**src/rtl/serial_pkg.sv**
```systemverilog
// serial_pkg: constants and FSM encoding shared by paralelo_serie and serie_paralelo.
package serial_pkg;
    localparam int SYMBOL_BITS = 8;
    localparam logic [SYMBOL_BITS-1:0] COMMA_BC = 8'hBC;
    typedef enum logic [1:0] {
        SYNC = 2'd0,
        IDLE = 2'd1,
        DATA = 2'd2
    } link_state_t;
endpackage

```
**src/rtl/paralelo_serie_shifter.sv**
```systemverilog
// paralelo_serie_shifter: MSB-first symbol shift register and 8-cycle symbol counter.
module paralelo_serie_shifter
    import serial_pkg::*;
(
    input  logic                   clk_32f,
    input  logic                   reset_L,
    input  logic [SYMBOL_BITS-1:0] load_val,
    output logic                   load,
    output logic                   data_out
);
    logic [SYMBOL_BITS-1:0] sh;
    logic [2:0]             bit_idx;
    assign load     = bit_idx == 3'd7;
    assign data_out = sh[SYMBOL_BITS-1];
    // Reset parks bit_idx at 7 so the first edge after release loads a symbol.
    always_ff @(posedge clk_32f) begin
        if (!reset_L) begin
            sh      <= '0;
            bit_idx <= 3'd7;
        end else begin
            sh      <= load ? load_val : {sh[SYMBOL_BITS-2:0], 1'b0};
            bit_idx <= load ? 3'd0 : bit_idx + 3'd1;
        end
    end
endmodule

```
**src/rtl/paralelo_serie.sv**
```systemverilog
// paralelo_serie: byte-to-bit transmitter with comma preamble and idle fill.
// Defining PS_BC_COUNTER_EN adds bc_counter_out, a saturating count of comma loads.
module paralelo_serie
    import serial_pkg::*;
#(
    parameter int                     SYNC_COUNT  = 4,
    parameter logic [SYMBOL_BITS-1:0] IDLE_SYMBOL = COMMA_BC
) (
    input  logic                   clk_32f,
    input  logic                   reset_L,
    input  logic [SYMBOL_BITS-1:0] data_in,
    input  logic                   valid_in,
    output logic                   ready_out,
    output logic                   data_out,
    output logic                   active_out
`ifdef PS_BC_COUNTER_EN
    ,
    output logic [2:0]             bc_counter_out
`endif
);
    localparam logic [2:0] SYNC_LAST = 3'(SYNC_COUNT - 1);
    link_state_t state;
    logic [2:0] sync_cnt;
    logic       load, take;
    // The last preamble comma is loaded on the SYNC->IDLE edge, so its final bit already sees IDLE.
    assign ready_out = load && state != SYNC;
    assign take      = valid_in && ready_out;
    paralelo_serie_shifter u_shifter (
        .clk_32f (clk_32f),
        .reset_L (reset_L),
        .load_val(take ? data_in : IDLE_SYMBOL),
        .load    (load),
        .data_out(data_out)
    );
    always_ff @(posedge clk_32f) begin
        if (!reset_L) begin
            state      <= SYNC;
            sync_cnt   <= '0;
            active_out <= 1'b0;
        end else if (load) begin
            active_out <= take;
            sync_cnt   <= state == SYNC ? sync_cnt + 3'd1 : sync_cnt;
            state      <= state == SYNC ? (sync_cnt == SYNC_LAST ? IDLE : SYNC) : (take ? DATA : IDLE);
        end
    end
`ifdef PS_BC_COUNTER_EN
    always_ff @(posedge clk_32f) begin
        if (!reset_L)
            bc_counter_out <= '0;
        else if (load && !take && bc_counter_out != 3'd7)
            bc_counter_out <= bc_counter_out + 3'd1;
    end
`endif
endmodule

```
**config.mk**
```make
export PLATFORM = sky130hd
export DESIGN_NAME = paralelo_serie
export DESIGN_NICKNAME = d
export VERILOG_FILES = /design/src/rtl/serial_pkg.sv /design/src/rtl/paralelo_serie_shifter.sv /design/src/rtl/paralelo_serie.sv
export SDC_FILE = /design/constraint.sdc
export NUM_CORES = 1
export LEC_CHECK = 0
export CORE_UTILIZATION = 25
export DETAILED_ROUTE_END_ITERATION = 8
export DONT_BUFFER_PORTS = 1
export GPL_ROUTABILITY_DRIVEN = 0
export SYNTH_ARGS = -nofsm -noshare
export SYNTH_HDL_FRONTEND = slang
export SYNTH_HIERARCHICAL = 1
export SYNTH_SLANG_ARGS = --single-unit
```
**constraint.sdc**
```tcl
create_clock -name clk_32f -period 2.27 [get_ports clk_32f]
set_input_delay 0.454 -clock clk_32f [delete_from_list [all_inputs] [get_ports clk_32f]]
set_output_delay 0.454 -clock clk_32f [all_outputs]
set_load 0.01 [all_outputs]
```
Yosys cells after proc, flatten, opt, wreduce, memory -nomap -nowiden
Index checks and enable logic that the tools add are counted.
Word-level totals
  register bits: 17
  latch bits: 0
  memory bits (writable): 0
  ROM bits: 0
  input bits: 11
  output and inout port bits: 3
  word-level logic and storage cells: 22
  memories: 0
Operators by class
  add/subtract/negate cells: 2
  multiply operators: 0
  div/mod/pow operators: 0
  order comparisons: 0
  eq/ne operators: 2
  shift operators: 0
  multiplexer cells: 6
  bitwise logic cells: 0
  reduce and logical (&&, ||, !) cells: 6
Operators by type and width (number)
  8-bit two-way mux: 2
  3-bit by 1-bit adder with 3-bit output, second input constant: 2
  2-bit two-way mux: 2
  3-bit by 2-bit equality test with 1-bit output, second input constant: 1
  3-bit equality test, second input constant: 1
  3-bit two-way mux: 1
  3-bit AND reduction: 1
  1-bit logical AND: 2
  2-bit logical NOT: 1
  2-bit AND reduction: 1
  2-bit nonzero test: 1
  1-bit two-way mux: 1

Logic depth before layout (Yosys ltp)
Gate-level depths: netlist (run 1).
  word-level depth: 5
  mapped depth: 7
  gate-level depth less buffers: 6

Modules after synthesis
Netlist (run 1), hierarchy kept.
By module, submodules not included
  paralelo_serie_shifter: instances 1, cells each 34, area an instance 411.6 um2, sequential area each 220.2 um2
  paralelo_serie: instances 1, cells each 43, area an instance 372.9 um2, sequential area each 120.1 um2

Worst setup path after synthesis (run 1)
Ideal clock, no wire load.
  path type: reg-to-output
  start: reg u_shifter.bit_idx[0]
  end: out ready_out
  arrival time: 0.975 ns
  required time: 1.816 ns
  path slack: 0.841 ns
  stages on the path, launching flop included: 5
  path buffers: 1
  cells stage by stage: dfxtp_1 -> ha_1 -> ha_1 -> buf_4 -> o21a_1
On the way
  word-level cells in the longest chain between the ends: 2
Ends and longest elaborated chain
  from (decl): RTL line paralelo_serie_shifter.sv:12  | logic [2:0] bit_idx;
  from (signal assigned): RTL line paralelo_serie_shifter.sv:22  | bit_idx <= load ? 3'd0 : bit_idx + 3'd1;
  3-bit equality test: RTL line paralelo_serie_shifter.sv:13  | assign load = bit_idx == 3'd7;
  via load: RTL line paralelo_serie.sv:24  | logic load, take;
  1-bit logical AND: RTL line paralelo_serie.sv:26  | assign ready_out = load && state != SYNC;
  to (decl): RTL line paralelo_serie.sv:13  | output logic ready_out,
The timed path passes the listed nets, and every way through them passes these cells.

Worst setup path in the final report (run 1)
Ends and elaborated chain as after synthesis.

==> impl_results.md, run 1 <==
- Status: finished with violations
- Failing checks: design-rule violations
- Most frequent CP cell: ha_1
- Max-slew violations: 0
- Clock sink total: 17
- Crit-path cells: ha_1 -> ha_1 -> o21a_1
- Storage cell area: between 300 and 400 sq um
- Via count: between 400 and 500
- Die ar.: between 3000 and 4000 sq um
- IO Pins: 14
- Final setup viols: 0
- Chip Height: 58.02 microns
- Area of the multi-input gates: approximately 400 sq um
- First drt pass iteration count: 8
- Clk pin slew, worst setup/hold paths: 0.10 ns
- Worst path buffer plus inverter count: 0
- CP max stage cell: dfxtp_1
- Initial Utilization: between 20% and 30%
- Skew-Pair Late Insertion Delay: 0.28 ns
- Hold Path Sink: u_shifter/bit_idx[2]$_SDFF_PN1_
- Synth top area cells: dfxtp_1 43%, mux2i_1 13%, ha_1 8.0%
- Fmax: around 0.55 GHz
- Worst-Margin Slew: roughly 0.36 ns
- Clock Path Buffers: 2
- Total GRT Usage: under 10%
- WP data arrival: about 1.4 ns
- Core Box Area: 2853 sq um
- Final worst path period need: 1.819 ns
- Ant diodes: 0
- Post-CTS setup buffers: 0
- Hold_buf cts: 0
- Crit end category: output pin
- Synth Net Count: just over 90
- Final period util: approximately four fifths
- Crit Path Max Fanout: 10
- HP Start: reset_L
- Final hold violations: 0
- WL/cell: about 11 microns
- Finished Cell Area: approximately 830 sq um
- Distinct cell type count after synthesis: 23
- Nets@finish: 96
- Worst r2r dst: u_shifter/sh[5]$_SDFF_PN0_
- CTS buffer count: 3
- Sequential share of the synthesized area: roughly 43%
- Hold Path Class: input pin to flop
- Post-Syn Area: 784.5 sq um
- Remaining global-route overflow: 0
- Drt drc: 2
- Average cell area after synthesis: 10.19 sq um
- H-tree Lvls: 1
- Req. time, crit path: approximately 1.8 ns
- R2r setup slk: between 0.5 and 0.6 ns
- CTS root buf: clkbuf_4
- Layout cell share with drive strength beyond 1: under 10%
- Post-DP HPWL: approximately 930 microns
- WS Path Type: flop to output pin
- Chip width: slightly below 60 microns
- DRT iter0 DRCs: 23
- Max cap viols: 0
- Top-area cell type share of the netlist area: 43.38%
- Startpoint types: flop
- Antenna violations before repair: 0
- Vias in the first global route: around 500
- Area Growth Syn to Fin: 6.380%
- Largest stage delay, worst path: 0.34 ns
- Setup TNS: 0 ns
- LEAKAGE: ~0.33 nW
- First-pass GRT wire length: approximately 2.1 mm
- Yosys warning count: 6
- Layout filler cell count: roughly 300
- Cell Pwr Density: a little under 800 nW/um^2
- Worst Skew: approximately 0.0035 ns
- Peak supply drop: 166.4 uV
- Antenna viol nets, final: 0
- Post_cts resized: 0
- Largest net degree at the start of global routing: 19
- CTS tree: yes
- Largest area contributor in the netlist: dfxtp_1
- Minimum hold slack: 0.2434 ns
- Relative slew slack: about three quarters
- Crit-path leading delay family: adder cells
- FF+latch count, synth: 17
- Mapped Cells: 77
- Area post-placement: ~810 sq um
- Overall Power: approximately 660 uW
- Hold depth: 1
- PortBufs: 0
- Row count: 19
- R2r worst-path depth: 6
- FF-to-FF Start: u_shifter/bit_idx[0]$_SDFF_PN1_
- Via/cell ratio: between 4 and 5
- Unrepaired setup endpoints after global routing: false
- Total routed wirelength: 1.241 mm
==> flip-flops by register name, indices dropped and copies added, names as in the netlist <==
register,count
active_out,1
sync_cnt,3
u_shifter/bit_idx,3
u_shifter/sh,8
state,2
==> layout by cell type (no fill, tap or decap) <==
cell,synthesis,routed
dfxtp_1,17,17
mux2i_1,10,10
nor2b_1,8,8
inv_1,5,5
or2_1,5,5
nand2b_1,5,5
ha_1,5,5
nand2_1,4,4
nor2_1,3,3
clkbuf_4,0,3
a21oi_1,2,2
o21a_1,1,1
o211ai_2,1,1
nor3b_4,1,1
nor3_1,1,1
nand4bb_1,1,1
nand3b_1,1,1
a21bo_1,1,1
a31oi_1,1,1
clkinv_2,0,1
o21ai_0,1,1
and3_1,1,1
buf_4,1,1
==> Yosys cell counts <==
library cell,number
a21bo_1,1
a21oi_1,2
a31oi_1,1
and3_1,1
buf_2,1
buf_4,1
buf_6,1
dfxtp_1,17
ha_1,5
inv_1,5
mux2i_1,10
nand2_1,4
nand2b_1,5
nand3b_1,1
nand4bb_1,1
nor2_1,3
nor2b_1,8
nor3_1,1
nor3b_4,1
o211ai_2,1
o21a_1,1
o21ai_0,1
or2_1,5
==> layer usage <==
metal / routed length [microns] / track usage (%) / vias to the layer above / share of wire [%]
li1: - / - / 259 / -
met1: 600 / 10.03 / 228 / 48
met2: 561 / 13.63 / 10 / 45
met3: 57 / 2.232 / 2 / 4.6
met4: 22 / 6.122 / 0 / 1.8
met5: 0 / 0 / - / 0
==> report_power, final <==
part           total [mW]  internal [mW]  switching (mW)
registers           0.355          0.337          0.0178
logic               0.150         0.0803          0.0697
clock network       0.157         0.0653          0.0916
total               0.662          0.483           0.179
==> worst register-to-register path, stage by stage, from the launching register on <==
cell	delay (ns)
dfxtp_1	0.34
ha_1	0.18
ha_1	0.34
o211ai_2	0.24
or2_1	0.27
mux2i_1	0.16
nor2b_1	0.07
==> cells by family (layout without fill, tap and decap cells) <==
family                   Yosys count  in the layout  synth area share, %
adder cells (fa/ha/maj)            5              5                7.974
multiplexers                      10             10                12.76
AO/OA/AOI/OAI                      7              7                6.539
flip-flops                        17             17                43.38
buffers and inverters              8             10                5.423
AND/OR/NAND/NOR                   30             30                23.92
==> final cells by class <==
| cell class | count | share of cell area (%) |
|---|---|---|
| Multi-Input combinational cell | 52 | 48.13 |
| Tap cell | 31 | 4.648 |
| Clock inverter | 1 | 0.5997 |
| Clock buffer | 3 | 2.699 |
| Timing Repair Buffer | 1 | 0.8996 |
| Sequential cell | 17 | 40.78 |
| Inverter | 5 | 2.249 |
==> stage by stage <==
stage               setup slack (ns)  cells  utilization, %
floorplan                     0.8414     77               -
global placement              0.6824    106           28.29
detailed placement            0.5447    106           28.29
CTS                           0.4260    110           29.25
global route                  0.3084    110           29.25
finish                        0.4509    110           29.25
==> how the worst max path moves through the flow <==
| stage | endpoint | slack, ns | start | cells after the start |
|---|---|---|---|---|
| 2_1_floorplan | ready_out | 0.84 | u_shifter/bit_idx[0]$_SDFF_PN1_ | 4 |
| 3_3_place_gp | u_shifter/sh[2]$_SDFF_PN0_ | 0.68 | u_shifter/bit_idx[0]$_SDFF_PN1_ | 6 |
| 3_5_place_dp | u_shifter/sh[5]$_SDFF_PN0_ | 0.54 | u_shifter/bit_idx[0]$_SDFF_PN1_ | 6 |
| 4_1_cts | ready_out | 0.43 | u_shifter/bit_idx[0]$_SDFF_PN1_ | 3 |
| 5_1_grt | ready_out | 0.31 | u_shifter/bit_idx[0]$_SDFF_PN1_ | 3 |
| 6_report | ready_out | 0.45 | u_shifter/bit_idx[0]$_SDFF_PN1_ | 3 |
Note: power is estimated with default switching activity, not from simulation.
==> inputs of run 2 (changes only) <==
clock period = 1.7 ns   (was 2.27 ns; I/O delays follow)
==> impl_results.md, run 2 (synthesized netlist as in run 1, its figures left out) <==
- Layout cell share with drive strength beyond 1: 12.50% (+3.6 points)
- CTS buffer count: 3 (unchanged)
- R2r setup slk: 0.30 ns (-0.28 ns)
- Hold depth: 1 (unchanged)
- GR Layer Usage met3: 2.455% (+0.22 points)
- CTS tree: yes
- Core Box Area: 2853 sq um (unchanged)
- Drt drc: 1 (-1)
- Overall Power: 907.0 uW (+37%)
- Cell Pwr Density: 1054 nW/um^2 (+33%)
- Remaining global-route overflow: 0 (unchanged)
- H-tree Lvls: 1 (unchanged)
- Largest net degree at the start of global routing: 19 (unchanged)
- Fmax: 0.6256 GHz
- Biggest register: u_shifter/sh
- Max-slew violations: 0 (unchanged)
- Max reg flops: 8 (unchanged)
- Top Registers: u_shifter/sh x8, sync_cnt x3, u_shifter/bit_idx x3
- Finished Cell Area: 860.8 sq um (+3.1%)
- Final core occ: 30.18% (+0.92 points)
- Crit end category: output pin
- Chip Height: 58.02 microns (unchanged)
- WP data arrival: 1.26 ns (-0.11 ns)
- Area Growth Syn to Fin: 9.729%
- HP Start: reset_L
- R2r worst-path depth: 6 (unchanged)
- Most frequent cells in the layout: 16 x dfxtp_1, 10 x mux2i_1, 8 x nor2b_1
- DRT iter0 DRCs: 13 (-43%)
- Clock Path Buffers: 2 (unchanged)
- Final hold violations: 0 (unchanged)
- Max cap viols: 0 (unchanged)
- Initial Utilization: 27.50% (unchanged)
- Peak supply drop: 208.0 uV (+25%)
- Worst-Margin Slew: 0.3648 ns (+0.003061 ns)
- Storage cell area: 341.6 sq um (+0.37%)
- Die ar.: 3366 sq um (unchanged)
- Met2 GRT Util: 13.46% (-0.16 points)
- WL/cell: 10.67 microns (-5.5%)
- Ant diodes: 0 (unchanged)
- IO Pins: 14 (unchanged)
- Total GRT Usage: 8.539% (-0.051 points)
- Crit Path Max Fanout: 9 (-1)
- Place WS: 0.2474 ns (-0.2974 ns)
- First drt pass iteration count: 8 (unchanged)
- Clock sink total: 17 (unchanged)
- LEAKAGE: 0.3372 nW (+0.75%)
- Relative slew slack: 75.61% (-0.20 points)
- PortBufs: 0 (unchanged)
- Nets@finish: 97 (+1.0%)
- GRT met1 Usage: 9.877% (-0.15 points)
- Startpoint types: flop
- Setup TNS: 0 ns (unchanged)
- Total routed wirelength: 1.184 mm (-4.6%)
- WS Path Type: flop to output pin
- Hold Path Sink: u_shifter/bit_idx[1]$_SDFF_PN1_
- Unrepaired setup endpoints after global routing: false
- Post-route setup slack: 0.1015 ns (-0.3494 ns)
- GRT busiest layer: met2
- Area of the multi-input gates: 416.7 sq um (+3.7%)
- Layout filler cell count: 303 (+0.33%)
- Layout Cells excl Fill: 111 (+0.91%)
- Final worst path period need: ~1.6 ns
- Antenna violations before repair: 0 (unchanged)
- Final setup viols: 0 (unchanged)
- Via/cell ratio: 4.586 (+1.1%)
- Vias in the first global route: 517 (+3.8%)
- Failing checks: design-rule violations
- Worst r2r dst: u_shifter/sh[3]$_SDFF_PN0_
- FF-to-FF Start: u_shifter/bit_idx[0]$_SDFF_PN1_
- First-pass GRT wire length: 2.145 mm (+0.61%)
- Placed insts: 107 (+0.94%)
- Chip width: 58.02 microns (unchanged)
- Status: finished with violations
- Minimum hold slack: 0.1270 ns (-0.1164 ns)
- Row count: 19 (unchanged)
- Post-DP HPWL: 862.8 microns (-7.0%)
- CTS root buf: clkbuf_4
- Commonest non-fill, non-tap cell in the layout: dfxtp_1
- Area post-placement: 814.5 sq um (+0.93%)
- Final period util: between 90% and 100%
- Clk pin slew, worst setup/hold paths: 0.09 ns (about the same)
- Via count: 509 (+2.0%)
- Worst Skew: 0.005697 ns (+0.002190 ns)
- Req. time, crit path: 1.36 ns (-0.46 ns)
- Hold Path Class: input pin to flop
- Skew-Pair Late Insertion Delay: 0.28 ns (about the same)
- Antenna viol nets, final: 0 (unchanged)
==> run 2: repair_timing <==
item	4_1_cts	5_1_grt
gates resized for setup	1	4
pin swaps	0	0
setup buffers	0	0
hold buffers	0	0
setup endpoints to repair	1	1
==> run 2: per-layer routing <==
metal	wire length (microns)	share of wire, %
met5	0	0
met4	33	2.8
met3	61	5.2
met2	531	45
met1	558	47
==> run 2: worst max-delay path by stage <==
stage,slack (ns),startpoint,depth (start not counted),end
after floorplan,0.28,u_shifter/bit_idx[0]$_SDFF_PN1_,7,u_shifter/sh[2]$_SDFF_PN0_
after global placement,0.30,u_shifter/bit_idx[0]$_SDFF_PN1_,6,u_shifter/sh[5]$_SDFF_PN0_
after detailed placement,0.25,u_shifter/bit_idx[0]$_SDFF_PN1_,6,u_shifter/sh[5]$_SDFF_PN0_
after CTS,0.007,u_shifter/bit_idx[0]$_SDFF_PN1_,4,ready_out
after global routing,0.01,u_shifter/bit_idx[0]$_SDFF_PN1_,4,ready_out
final,0.10,u_shifter/bit_idx[0]$_SDFF_PN1_,4,ready_out
==> run 2: worst max-delay path, cell delays in order, from the launching register on <==
cell and delay, ns:
dfxtp_2 0.34, ha_2 0.20, ha_4 0.15, buf_6 0.12, o21a_1 0.17
==> run 2: final cells by class <==
type	instances	share of cell area [%]
inverter	5	2.180
timing repair buffer	2	2.180
multi-input combinational	52	48.40
sequential	17	39.68
tap	31	4.506
clock buffer	4	3.052
==> run 2: power by group <==
part	switching [mW]	leakage [nW]	internal (mW)	total (mW)
Clock	0.118	0.0150	0.0911	0.209
Sequential	0.0278	0.139	0.451	0.479
Combinational	0.0929	0.183	0.126	0.219
==> inputs of run 3 (changes only) <==
CELL_PAD_IN_SITES_DETAIL_PLACEMENT = 0   (was unset)
CELL_PAD_IN_SITES_GLOBAL_PLACEMENT = 1   (was unset)
CORE_ASPECT_RATIO = 1.4   (was unset)
PLACE_DENSITY_LB_ADDON = 0.1   (was unset)
==> impl_results.md, run 3 (synthesized netlist as in run 1, its figures left out) <==
- Status: finished, final reports clean
- Final setup viols: 0 (unchanged)
- Commonest non-fill, non-tap cell in the layout: dfxtp_1
- First-pass GRT wire length: 2.283 mm (+6.4%)
- LEAKAGE: 0.3432 nW (+1.8%)
- Clock power frac: 29.6% (+6.6 points)
- Clock sink total: 17 (unchanged)
- Overall Power: 978.3 uW (+7.9%)
- Via/cell ratio: 4.325 (-5.7%)
- Combinational share of power: 21.8% (-2.4 points)
- First drt pass iteration count: 2 (-6)
- Placed insts: 113 (+5.6%)
- Area Growth Syn to Fin: 11.64%
- Row count: 23 (+4)
- Setup TNS: 0 ns (unchanged)
- Die ar.: 3369 sq um (+0.11%)
- CTS tree: yes
- Final period util: 93.76% (-0.27 points)
- PortBufs: 0 (unchanged)
- Hold Path Class: input pin to flop
- Switching portion of total power: 24.61% (-1.7 points)
- Total routed wirelength: 1.263 mm (+6.7%)
- Final worst path period need: 1.594 ns (-0.004570 ns)
- DRT iter0 DRCs: 6 (-7)
- Peak supply drop: 356.4 uV (+71%)
- Chip width: 49.35 microns (-15%)
- Most frequent cells in the layout: 17 x dfxtp_1, 10 x mux2i_1, 8 x nor2b_1
- CTS root buf: clkbuf_8
- Minimum hold slack: 0.1664 ns (+0.03945 ns)
- Seq pwr share: 48.6% (-4.2 points)
- Skew-Pair Late Insertion Delay: 0.24 ns (-0.04 ns)
- Layout Cells excl Fill: 117 (+5.4%)
- Layout filler cell count: 332 (+9.6%)
- Drt drc: 0 (-1)
- WL/cell: 10.79 microns (+1.2%)
- H-tree Lvls: 1 (unchanged)
- Ant diodes: 0 (unchanged)
- Unrepaired setup endpoints after global routing: false
- Crit end category: output pin
- Crit Path Max Fanout: 8 (-1)
- Cell Pwr Density: 1117 nW/um^2 (+6.0%)
- Biggest register: u_shifter/sh
- Startpoint types: flop
- Antenna violations before repair: 0 (unchanged)
- Nets@finish: 97 (unchanged)
- Total GRT Usage: 9.207% (+0.67 points)
- Worst-Margin Slew: 0.3638 ns (-0.0009966 ns)
- Clk pin slew, worst setup/hold paths: 0.06 ns (-0.03 ns)
- Chip Height: 68.28 microns (+18%)
- Clock Path Buffers: 2 (unchanged)
- Pint: 737.5 uW (+10%)
- Top Registers: u_shifter/sh x8, sync_cnt x3, u_shifter/bit_idx x3
- CTS buffer count: 3 (unchanged)
- Max-slew violations: 0 (unchanged)
- Post_cts resized: 0 (-1)
- Worst Skew: 0.001138 ns (-0.004560 ns)
- Req. time, crit path: 1.36 ns (about the same)
- Via count: 506 (-0.59%)
- IO Pins: 14 (unchanged)
- Relative slew slack: 75.68% (about the same)
- Antenna viol nets, final: 0 (unchanged)
- Max reg flops: 8 (unchanged)
- Final hold violations: 0 (unchanged)
- Post-DP HPWL: 956.3 microns (+11%)
- Net Sw Power: 240.8 uW (+0.93%)
- WS Path Type: flop to output pin
- Max cap viols: 0 (unchanged)
- Initial Utilization: 26.73% (-0.77 points)
- Layout cell share with drive strength beyond 1: 11.25% (-1.2 points)
- Post-CTS setup buffers: 0 (unchanged)
- Core Box Area: 2935 sq um (+2.9%)
- Vias in the first global route: 526 (+1.7%)
- Hold_buf cts: 0 (unchanged)
- Fmax: 0.6274 GHz (+0.29%)
- Largest net degree at the start of global routing: 19 (unchanged)
- WP data arrival: 1.25 ns (about the same)
- Remaining global-route overflow: 0 (unchanged)
run 3: worst paths after layout:
path	startpoint	slack, ns	cells past startpoint	end
max	u_shifter/bit_idx[0]$_SDFF_PN1_	0.11	4	ready_out
min	reset_L	0.17	1	u_shifter/bit_idx[1]$_SDFF_PN1_
max reg2reg	u_shifter/bit_idx[0]$_SDFF_PN1_	0.24	6	u_shifter/sh[3]$_SDFF_PN0_
min reg2reg	u_shifter/bit_idx[0]$_SDFF_PN1_	0.46	1	u_shifter/bit_idx[0]$_SDFF_PN1_
run 3: power groups by stage:
| stage | combinational [mW] | clock [mW] | sequential (mW) |
|---|---|---|---|
| finish | 0.213 | 0.290 | 0.475 |
| global placement | 0.213 | 0 | 0.484 |
| CTS | 0.211 | 0.311 | 0.476 |
| floorplan | 0.187 | 0 | 0.478 |
| detailed placement | 0.211 | 0 | 0.485 |
| global route | 0.245 | 0.336 | 0.483 |
run 3: routing by layer:
metal	share of wire, %	vias to the layer above	track usage [%]	wire length, microns
met5	0	-	0	0
met4	1.3	0	6.618	17
met3	4.8	2	2.667	60
met2	51	9	16.61	646
met1	43	238	9.043	539
li1	-	257	-	-
run 3: worst max-delay path: stages (launching register included):
cell and delay, ns:
dfxtp_1 0.33, ha_2 0.18, ha_2 0.20, buf_6 0.13
o21a_1 0.17
run 3: metrics by stage:
stage / utilization (%) / setup WS (ns) / area, sq um
floorplan: - / 0.2766 / 784.5
global placement: 28.01 / 0.2299 / 822.0
detailed placement: 28.01 / 0.2136 / 822.0
CTS: 29.54 / 0.04726 / 867.1
global route: 29.84 / 0.01420 / 875.8
finish: 29.84 / 0.1060 / 875.8
run 3: final cells by class:
| class | count | area (sq um) | share of cell area (%) |
|---|---|---|---|
| well taps | 37 | 46.29 | 5.286 |
| inverters | 5 | 18.77 | 2.143 |
| flip-flops and latches | 17 | 340.3 | 38.86 |
| multi-input cells | 52 | 406.6 | 46.43 |
| repair buffers | 2 | 18.77 | 2.143 |
| clock buffers | 4 | 45.04 | 5.143 |
